[src/rtl/ym3438_reg_sched.sv]
// ============================================================================
// ym3438_reg_sched : slot-aligned register write scheduler for the OPN2 core.
// Optional tail coalescing enabled by defining YM3438_REG_SCHED_COALESCE_EN.
// Revision: 1.0
// ============================================================================
`default_nettype none

module ym3438_reg_sched #(
  parameter int DEPTH = 4
) (
  input  logic       MCLK,
  input  logic       reset,
  input  logic       slot_tick,
  input  logic       slot_sync,
  input  logic       wr_valid,
  output logic       wr_ready,
  input  logic [2:0] wr_ch,
  input  logic [1:0] wr_op,
  input  logic [3:0] wr_reg,
  input  logic [7:0] wr_data,
  output logic       apply_en,
  output logic [4:0] apply_slot,
  output logic [3:0] apply_reg,
  output logic [7:0] apply_data,
  output logic       busy,
  output logic       locked,
  output logic       drop
);

  localparam int AW = (DEPTH > 1) ? $clog2(DEPTH) : 1;
  localparam int CW = AW + 1;
  localparam logic [CW-1:0] FULL_CNT = CW'(DEPTH);

  logic [4:0]    slot_mem_q [DEPTH];
  logic [3:0]    reg_mem_q  [DEPTH];
  logic [7:0]    data_mem_q [DEPTH];
  logic [AW-1:0] rd_ptr_q, wr_ptr_q;
  logic [CW-1:0] count_q, count_d;
  logic [4:0]    slot_cnt_q, slot_cnt_d;
  logic          locked_q, arm_q;
  logic          apply_en_q, drop_q;
  logic [4:0]    apply_slot_q;
  logic [3:0]    apply_reg_q;
  logic [7:0]    apply_data_q;

  logic [2:0] ch_lin;
  logic [4:0] op_x6;
  logic [4:0] push_slot;
  logic       ch_ok, full, hs, pop, alloc, coalesce;

  // Linear channel index 0..5: bank selects the upper triple.
  assign ch_lin    = {1'b0, wr_ch[1:0]} + (wr_ch[2] ? 3'd3 : 3'd0);
  assign op_x6     = ({3'b000, wr_op} << 2) + ({3'b000, wr_op} << 1);
  assign push_slot = wr_reg[3] ? {2'b00, ch_lin} : (op_x6 + {2'b00, ch_lin});
  assign ch_ok     = (wr_ch[1:0] != 2'b11);
  assign full      = (count_q == FULL_CNT);
  assign hs        = wr_valid & wr_ready;
  assign pop       = arm_q & locked_q & (count_q != '0) &
                     (slot_mem_q[rd_ptr_q] == slot_cnt_q);

`ifdef YM3438_REG_SCHED_COALESCE_EN
  logic [AW-1:0] tail_ptr;
  logic          tail_match;

  assign tail_ptr   = wr_ptr_q - 1'b1;
  // A tail that is also the head being popped cannot absorb new data.
  assign tail_match = (count_q != '0) & ch_ok &
                      (slot_mem_q[tail_ptr] == push_slot) &
                      (reg_mem_q[tail_ptr] == wr_reg) &
                      ~(pop & (count_q == CW'(1)));
  assign wr_ready   = ~full | (wr_valid & tail_match);
  assign coalesce   = hs & tail_match;
  assign alloc      = hs & ch_ok & ~tail_match;
`else
  assign wr_ready   = ~full;
  assign coalesce   = 1'b0;
  assign alloc      = hs & ch_ok;
`endif

  always_comb begin
    slot_cnt_d = slot_cnt_q;
    if (slot_tick) begin
      if (slot_sync)               slot_cnt_d = 5'd0;
      else if (slot_cnt_q == 5'd23) slot_cnt_d = 5'd0;
      else                          slot_cnt_d = slot_cnt_q + 5'd1;
    end
  end

  always_comb begin
    count_d = count_q;
    case ({alloc, pop})
      2'b10:   count_d = count_q + CW'(1);
      2'b01:   count_d = count_q - CW'(1);
      default: count_d = count_q;
    endcase
  end

  always_ff @(posedge MCLK) begin
    if (reset) begin
      rd_ptr_q     <= '0;
      wr_ptr_q     <= '0;
      count_q      <= '0;
      slot_cnt_q   <= 5'd0;
      locked_q     <= 1'b0;
      arm_q        <= 1'b0;
      apply_en_q   <= 1'b0;
      apply_slot_q <= 5'd0;
      apply_reg_q  <= 4'd0;
      apply_data_q <= 8'd0;
      drop_q       <= 1'b0;
    end else begin
      slot_cnt_q <= slot_cnt_d;
      arm_q      <= slot_tick;
      count_q    <= count_d;
      drop_q     <= hs & ~ch_ok;
      apply_en_q <= pop;
      if (slot_tick & slot_sync) locked_q <= 1'b1;
      if (alloc) wr_ptr_q <= wr_ptr_q + 1'b1;
      if (pop) begin
        rd_ptr_q     <= rd_ptr_q + 1'b1;
        apply_slot_q <= slot_mem_q[rd_ptr_q];
        apply_reg_q  <= reg_mem_q[rd_ptr_q];
        apply_data_q <= data_mem_q[rd_ptr_q];
      end
    end
  end

  // Queue storage carries no reset; occupancy alone qualifies entries.
  always_ff @(posedge MCLK) begin
    if (alloc) begin
      slot_mem_q[wr_ptr_q] <= push_slot;
      reg_mem_q[wr_ptr_q]  <= wr_reg;
      data_mem_q[wr_ptr_q] <= wr_data;
    end
`ifdef YM3438_REG_SCHED_COALESCE_EN
    if (coalesce) data_mem_q[tail_ptr] <= wr_data;
`endif
  end

  assign apply_en   = apply_en_q;
  assign apply_slot = apply_slot_q;
  assign apply_reg  = apply_reg_q;
  assign apply_data = apply_data_q;
  assign busy       = (count_q != '0);
  assign locked     = locked_q;
  assign drop       = drop_q;

endmodule

`default_nettype wire

[config.mk]
export PLATFORM = sky130hd
export DESIGN_NAME = ym3438_reg_sched
export DESIGN_NICKNAME = d
export VERILOG_FILES = /design/src/rtl/ym3438_reg_sched.sv
export SDC_FILE = /design/constraint.sdc
export NUM_CORES = 1
export LEC_CHECK = 0
export ABC_CLOCK_PERIOD_IN_PS = 8000
export BUFFER_PORTS_ARGS = -buffer_cell sky130_fd_sc_hd__buf_4
export CAP_MARGIN = 30
export CORE_MARGIN = 2
export CORE_UTILIZATION = 36
export DETAILED_ROUTE_END_ITERATION = 8
export PLACE_DENSITY = 0.5
export SYNTH_ARGS = -nofsm -noshare
export SYNTH_HDL_FRONTEND = slang
export SYNTH_SLANG_ARGS = --single-unit
[constraint.sdc]
create_clock -name MCLK -period 8 [get_ports MCLK]
set_clock_uncertainty 0.15 [all_clocks]
set_input_delay 0.4 -clock MCLK [delete_from_list [all_inputs] [get_ports MCLK]]
set_output_delay 0.4 -clock MCLK [all_outputs]
set_load 0.1 [all_outputs]
; ---- Word-level counts from Yosys, hierarchy flattened
; Memories as Yosys holds them, arrays and structs flattened. A register that Yosys moved wholly into a read port is not among the register bits.
; Index checks and enable logic that the tools add are counted.
[totals]
reg_bits = 21
ram_bits = 68
in_bits = 22
out_inout_bits = 22
wordCells = 46
mem_count = 3
[classes]
addsub = 8
eq_ne = 6
n_mux = 9
bitwise_logic = 9
reduce_logical = 2
[mem_list]
columns = memory, depth, width, rd, rd_ports_with_merged_regs, wr, line_no
row1 = data_mem_q, 4, 8, 1, 1, 1, 36  ; logic [7:0] data_mem_q [DEPTH];
row2 = slot_mem_q, 4, 5, 1, 1, 1, 34  ; logic [4:0] slot_mem_q [DEPTH];
row3 = reg_mem_q, 4, 4, 1, 1, 1, 35  ; logic [3:0] reg_mem_q [DEPTH];
[op_table]
columns = cell, count
row1 = 2-to-1 mux 5 bit, 3
row2 = bitwise AND 1 bit, 7
row3 = 2-to-1 mux 2 bit, 3
row4 = case mux 3 bit (2 select lines), 1
row5 = adder 4 x 3 -> 5 bit, 1
row6 = "adder 5 x 1 -> 5 bit, second input constant", 1
row7 = adder 5 x 3 -> 5 bit, 1
row8 = equality test 5 bit, 1
row9 = "equality test 5 bit, second input constant", 1
row10 = "adder 2 x 1 -> 2 bit, second input constant", 2
row11 = adder 2 x 2 -> 3 bit, 1
row12 = "adder 3 x 1 -> 3 bit, second input constant", 1
row13 = "equality test 3 bit, second input constant", 1
row14 = nonzero test 3 bit, 1
row15 = "subtractor 3 x 1 -> 3 bit, second input constant", 1
row16 = "equality test 2 x 1 -> 1 bit, second input constant", 1
row17 = "equality test 2 bit, second input constant", 1
row18 = 2-to-1 mux 1 bit, 2
row19 = "inequality test 2 bit, second input constant", 1
row20 = inverter 1 bit, 2
row21 = nonzero test 2 bit, 1

; ---- Logic depth before layout (Yosys ltp)
[depth]
depth_word = 6
mapped_depth = 12
depth_no_buf = 11

; ---- Worst setup path after synthesis
; Ideal clock, no wire load.
[synth_timing]
path_kind = reg2reg
from = register count_q[0]
to = register count_q[2]
setup_time_ns = 0.071
t_arrival_ns = 2.894
required_ns = 7.779
slack_ns = 4.885
path_stages_with_launch = 12
n_path_buf = 1
synth_period_minus_slack_ns = 3.115
cell_sequence = dfxtp_1 or3_1 and3_1 nand3_1 clkbuf_1 nor2_1 ha_1 inv_1 fa_1 xor2_1 or3_1 a21oi_1
[synth_via]
elab_cells_between_ends = 13
classes_between = add/sub (2) / eq/ne (3) / mux (1) / bitwise (5) / reduce/logical (2)
[synth_lines]
columns = element, line_no
row1 = start: declaration, 38  ; logic [CW-1:0] count_q, count_d;
row2 = start signal: assignment, 114  ; count_q <= count_d;
row3 = nonzero test 3 bit *, n/a
row4 = via busy, 25  ; output logic busy,
row5 = bitwise AND 1 bit * (2 in series), 58  ; assign pop = arm_q & locked_q & (count_q != '0) &
row6 = via pop, 49  ; logic ch_ok, full, hs, pop, alloc, coalesce;
row7 = equality test 2 x 1 -> 1 bit or equality test 2 bit (tied branches), 91  ; case ({alloc, pop})
row8 = case mux 3 bit (2 select lines) or nonzero test 2 bit (tied branches), n/a
; The timed path passes the listed nets; every way through them passes the cells marked *.
; A chain may end at the register's enable or synchronous reset.

==> impl_metrics.py <==
metrics = {
    "run_status": {
        "outcome": "finished clean",
    },
    "clocking": {
        "cts_tree": "yes",
        "htreeDepth": 3,
        "insertion_delay_ns": 0.34,
        "postCtsHoldBufs": 0,
        "postCtsResizedCells": 0,
        "cts.reportedPaths.clkPinSlew_ns": 0.07,
        "postCtsSetupRepairBufs": 0,
        "numCtsBuffers": 9,
        "root_buffer": "clkbuf_16",
        "cts_sinks": 103,
        "clockBufferDepth": 2,
    },
    "worst_setup_path": {
        "setup.worst_path.end_class": "flip-flop",
        "reg2reg_to": "count_q[2]$_SDFFE_PP0P_",
        "critPathMaxFanout": 21,
        "critPathKind": "reg2reg",
        "critical_path_arrival_ns": 3.79,
        "r2r_slack_ns": 4.33,
        "start_kind": "flip-flop",
        "reg2regPathDepth": 10,
        "required_ns": 8.12,
    },
    "hold_path": {
        "hold_path.class": "in2reg",
        "min_delay_path_depth": 1,
        "hp-start": "wr_data[1]",
        "hold_path_end": "data_mem_q[0][1]$_DFFE_PP_",
    },
    "global_routing": {
        "grt_usage_pct": 13.9,
        "antenna_found_initial": 0,
        "grt_max_degree": 32,
        "first_global_vias": 2384,
        "grt_pass1_wl_um": 13100,
        "grt_overflow": 0,
    },
    "synthesis": {
        "ys_async_sr_fraction_pct": 0,
        "ys_warn_count": 0,
        "synth_seq_cells": 103,
        "yosys.area.top_type": "edfxtp_1",
        "syn-cell-area_um2": 4140,
        "syn_nets": 315,
        "avgSynthCellArea_um2": 14.8,
        "synth_top_cell_area_share_pct": 49.3,
        "ys_types": 34,
        "ys.flop_type": "edfxtp_1",
        "synth_edf_count": 68,
        "ys_top_cells_by_area": "edfxtp_1, dfxtp_1, mux4_2",
        "synthCells": 280,
        "seq_area_frac_synth_pct": 66.2,
    },
    "run": {
        "drv_cap": 0,
    },
    "die": {
        "die-height_um": 111,
        "coreArea_um2": 11300,
        "io_pins": 44,
        "dieArea_um2": 12400,
        "rows": 39,
        "die_w_um": 111,
        "start_util_pct": 36.6,
    },
    "sta": {
        "rsz0062_at_grt": "false",
        "min_period_over_period_pct": 45.9,
        "max_slew_margin_pct": 38.5,
        "setup_viol": 0,
        "fmax_ghz": 0.272,
        "finalHoldViolations": 0,
        "timing.final.max_slew_violations": 0,
        "final.min_clock_period_ns": 3.67,
        "worst_slew_pin_slew_ns": 0.922,
        "fin_setup_tns_ns": 0,
        "hold_ws_ns": 0.110,
    },
    "detailed_routing": {
        "dr.pass1.iters": 4,
        "vias": 2362,
        "drt_first_iter_violations": 178,
        "drcViolationCount": 0,
        "routed_wl_um": 8090,
        "ant_nets": 0,
        "wl_per_cell_um": 17.2,
        "viasPerCell": 5.03,
    },
    "cells_and_area": {
        "drive_gt1_share_pct": 26.3,
        "reg.largest.list": "data_mem_q x32, slot_mem_q x20, reg_mem_q x16",
        "largest_reg_flops": 32,
        "n_antenna_cell": 0,
        "regMostFlops": "data_mem_q",
        "fillCellCount": 1056,
        "area_growth_pct": 19.7,
        "num-nets-final": 357,
    },
    "power_and_ir_drop": {
        "p_leak_nw": 1.72,
        "p_per_area_nw_per_um2": 230,
        "peakVddDrop_mv": 0.152,
    },
    "placed_design": {
        "place.gp.congestion": 0.712,
        "io_buffers": 43,
        "dpl.hpwl_um": 5400,
    },
}
-- synthesized netlist by cell type, drive strengths merged, types with 2 or more instances --
library cell,instances
inv,8
o21ai,19
a21oi,26
or3,3
clkbuf,10
nor3,2
buf,6
xnor2,7
mux4,17
nor2b,3
xor2,3
nand3,24
edfxtp,68
and2,4
mux2,2
nor2,11
fa,4
dfxtp,35
ha,9
and3,5
nand2,6
-- power breakdown --
group	internal (mW)	leakage (nW)	switching, mW
clock	0.272	0.161	0.192
sequential	0.588	0.906	0.00567
combinational	0.0321	0.652	0.0533
total	0.892	1.72	0.251
-- placed cells by master, fill, tap and decap left out, types with 2 or more instances in the layout --
| cell type | Yosys | layout |
|---|---|---|
| o21ai_0 | 11 | 11 |
| and2_1 | 4 | 4 |
| o21ai_1 | 8 | 8 |
| nor3_1 | 2 | 2 |
| clkbuf_16 | 0 | 9 |
| edfxtp_1 | 68 | 68 |
| mux2_2 | 2 | 2 |
| xnor2_2 | 3 | 3 |
| xor2_1 | 3 | 3 |
| and3_1 | 5 | 5 |
| mux4_2 | 17 | 17 |
| nand3_1 | 23 | 23 |
| nand2_1 | 6 | 6 |
| ha_1 | 9 | 9 |
| a21oi_1 | 26 | 26 |
| inv_1 | 8 | 8 |
| fa_1 | 4 | 4 |
| buf_8 | 0 | 3 |
| xnor2_1 | 4 | 4 |
| buf_4 | 1 | 43 |
| nor2_1 | 11 | 11 |
| clkbuf_8 | 0 | 3 |
| dfxtp_1 | 35 | 35 |
| nor2b_1 | 3 | 3 |
| or3_1 | 3 | 3 |
-- worst max path at each step --
stage,startpoint,endpoint,slack [ns],cells after the start
after floorplan,count_q[0]$_SDFFE_PP0P_,count_q[2]$_SDFFE_PP0P_,4.89,11
after global placement,flip-flop,count_q[2]$_SDFFE_PP0P_,4.46,10
after detailed placement,flip-flop,count_q[2]$_SDFFE_PP0P_,4.35,10
after CTS,flip-flop,count_q[2]$_SDFFE_PP0P_,4.33,10
after global routing,flip-flop,count_q[2]$_SDFFE_PP0P_,4.06,10
final,flip-flop,count_q[2]$_SDFFE_PP0P_,4.33,10
-- cells by family (layout without fill, tap and decap cells) --
kind of cell	Yosys count	after routing	synth area share, %
muxes	20	20	10.0
adders and majority gates	13	13	4.65
xor gates and xnor gates	10	10	2.66
AOI/OAI and AO/OA	48	48	6.01
buffers and inverters	24	71	2.72
and+or+nand+nor	62	62	7.76
DFF	103	103	66.2
-- per-layer routing --
metal  global-route usage [%]  vias to the layer above  wire length (um)
li1                         -                     1131                 -
met1                     16.9                     1185              3550
met2                     24.0                       37              4170
met3                     4.10                        9               261
met4                     3.79                        0               100
met5                        0                        -                 0
-- critical path, cell delays in order (launching register included) --
cell and delay (ns):
dfxtp_1 0.53, mux4_2 0.58, xnor2_1 0.23, nand3_1 0.58
nor2_1 0.28, ha_1 0.22, inv_1 0.06, fa_1 0.37
xor2_1 0.16, or3_1 0.30, a21oi_1 0.14
-- area by class of cell --
cell class              count  area [um2]  share of cell area, %
flip-flops and latches    103        2740                   55.3
multi-input cells         153        1290                   26.0
repair buffers             47         395                   7.97
clock buffers              12         267                   5.37
well taps                 143         179                   3.61
clock inverters             4        58.8                   1.19
inverters                   8        30.0                  0.605
-- metrics by stage --
step	worst slack (ns)	util [%]	total power, mW	cells	area [um2]
after floorplan	4.89	-	0.662	280	4140
after global placement	4.46	40.3	0.689	450	4560
after detailed placement	4.35	40.6	0.693	452	4590
after CTS	4.33	43.4	1.16	468	4920
after global routing	4.06	43.8	1.19	470	4960
final	4.33	43.8	1.14	470	4960
No activity file was read; power rests on OpenSTA's default activity.
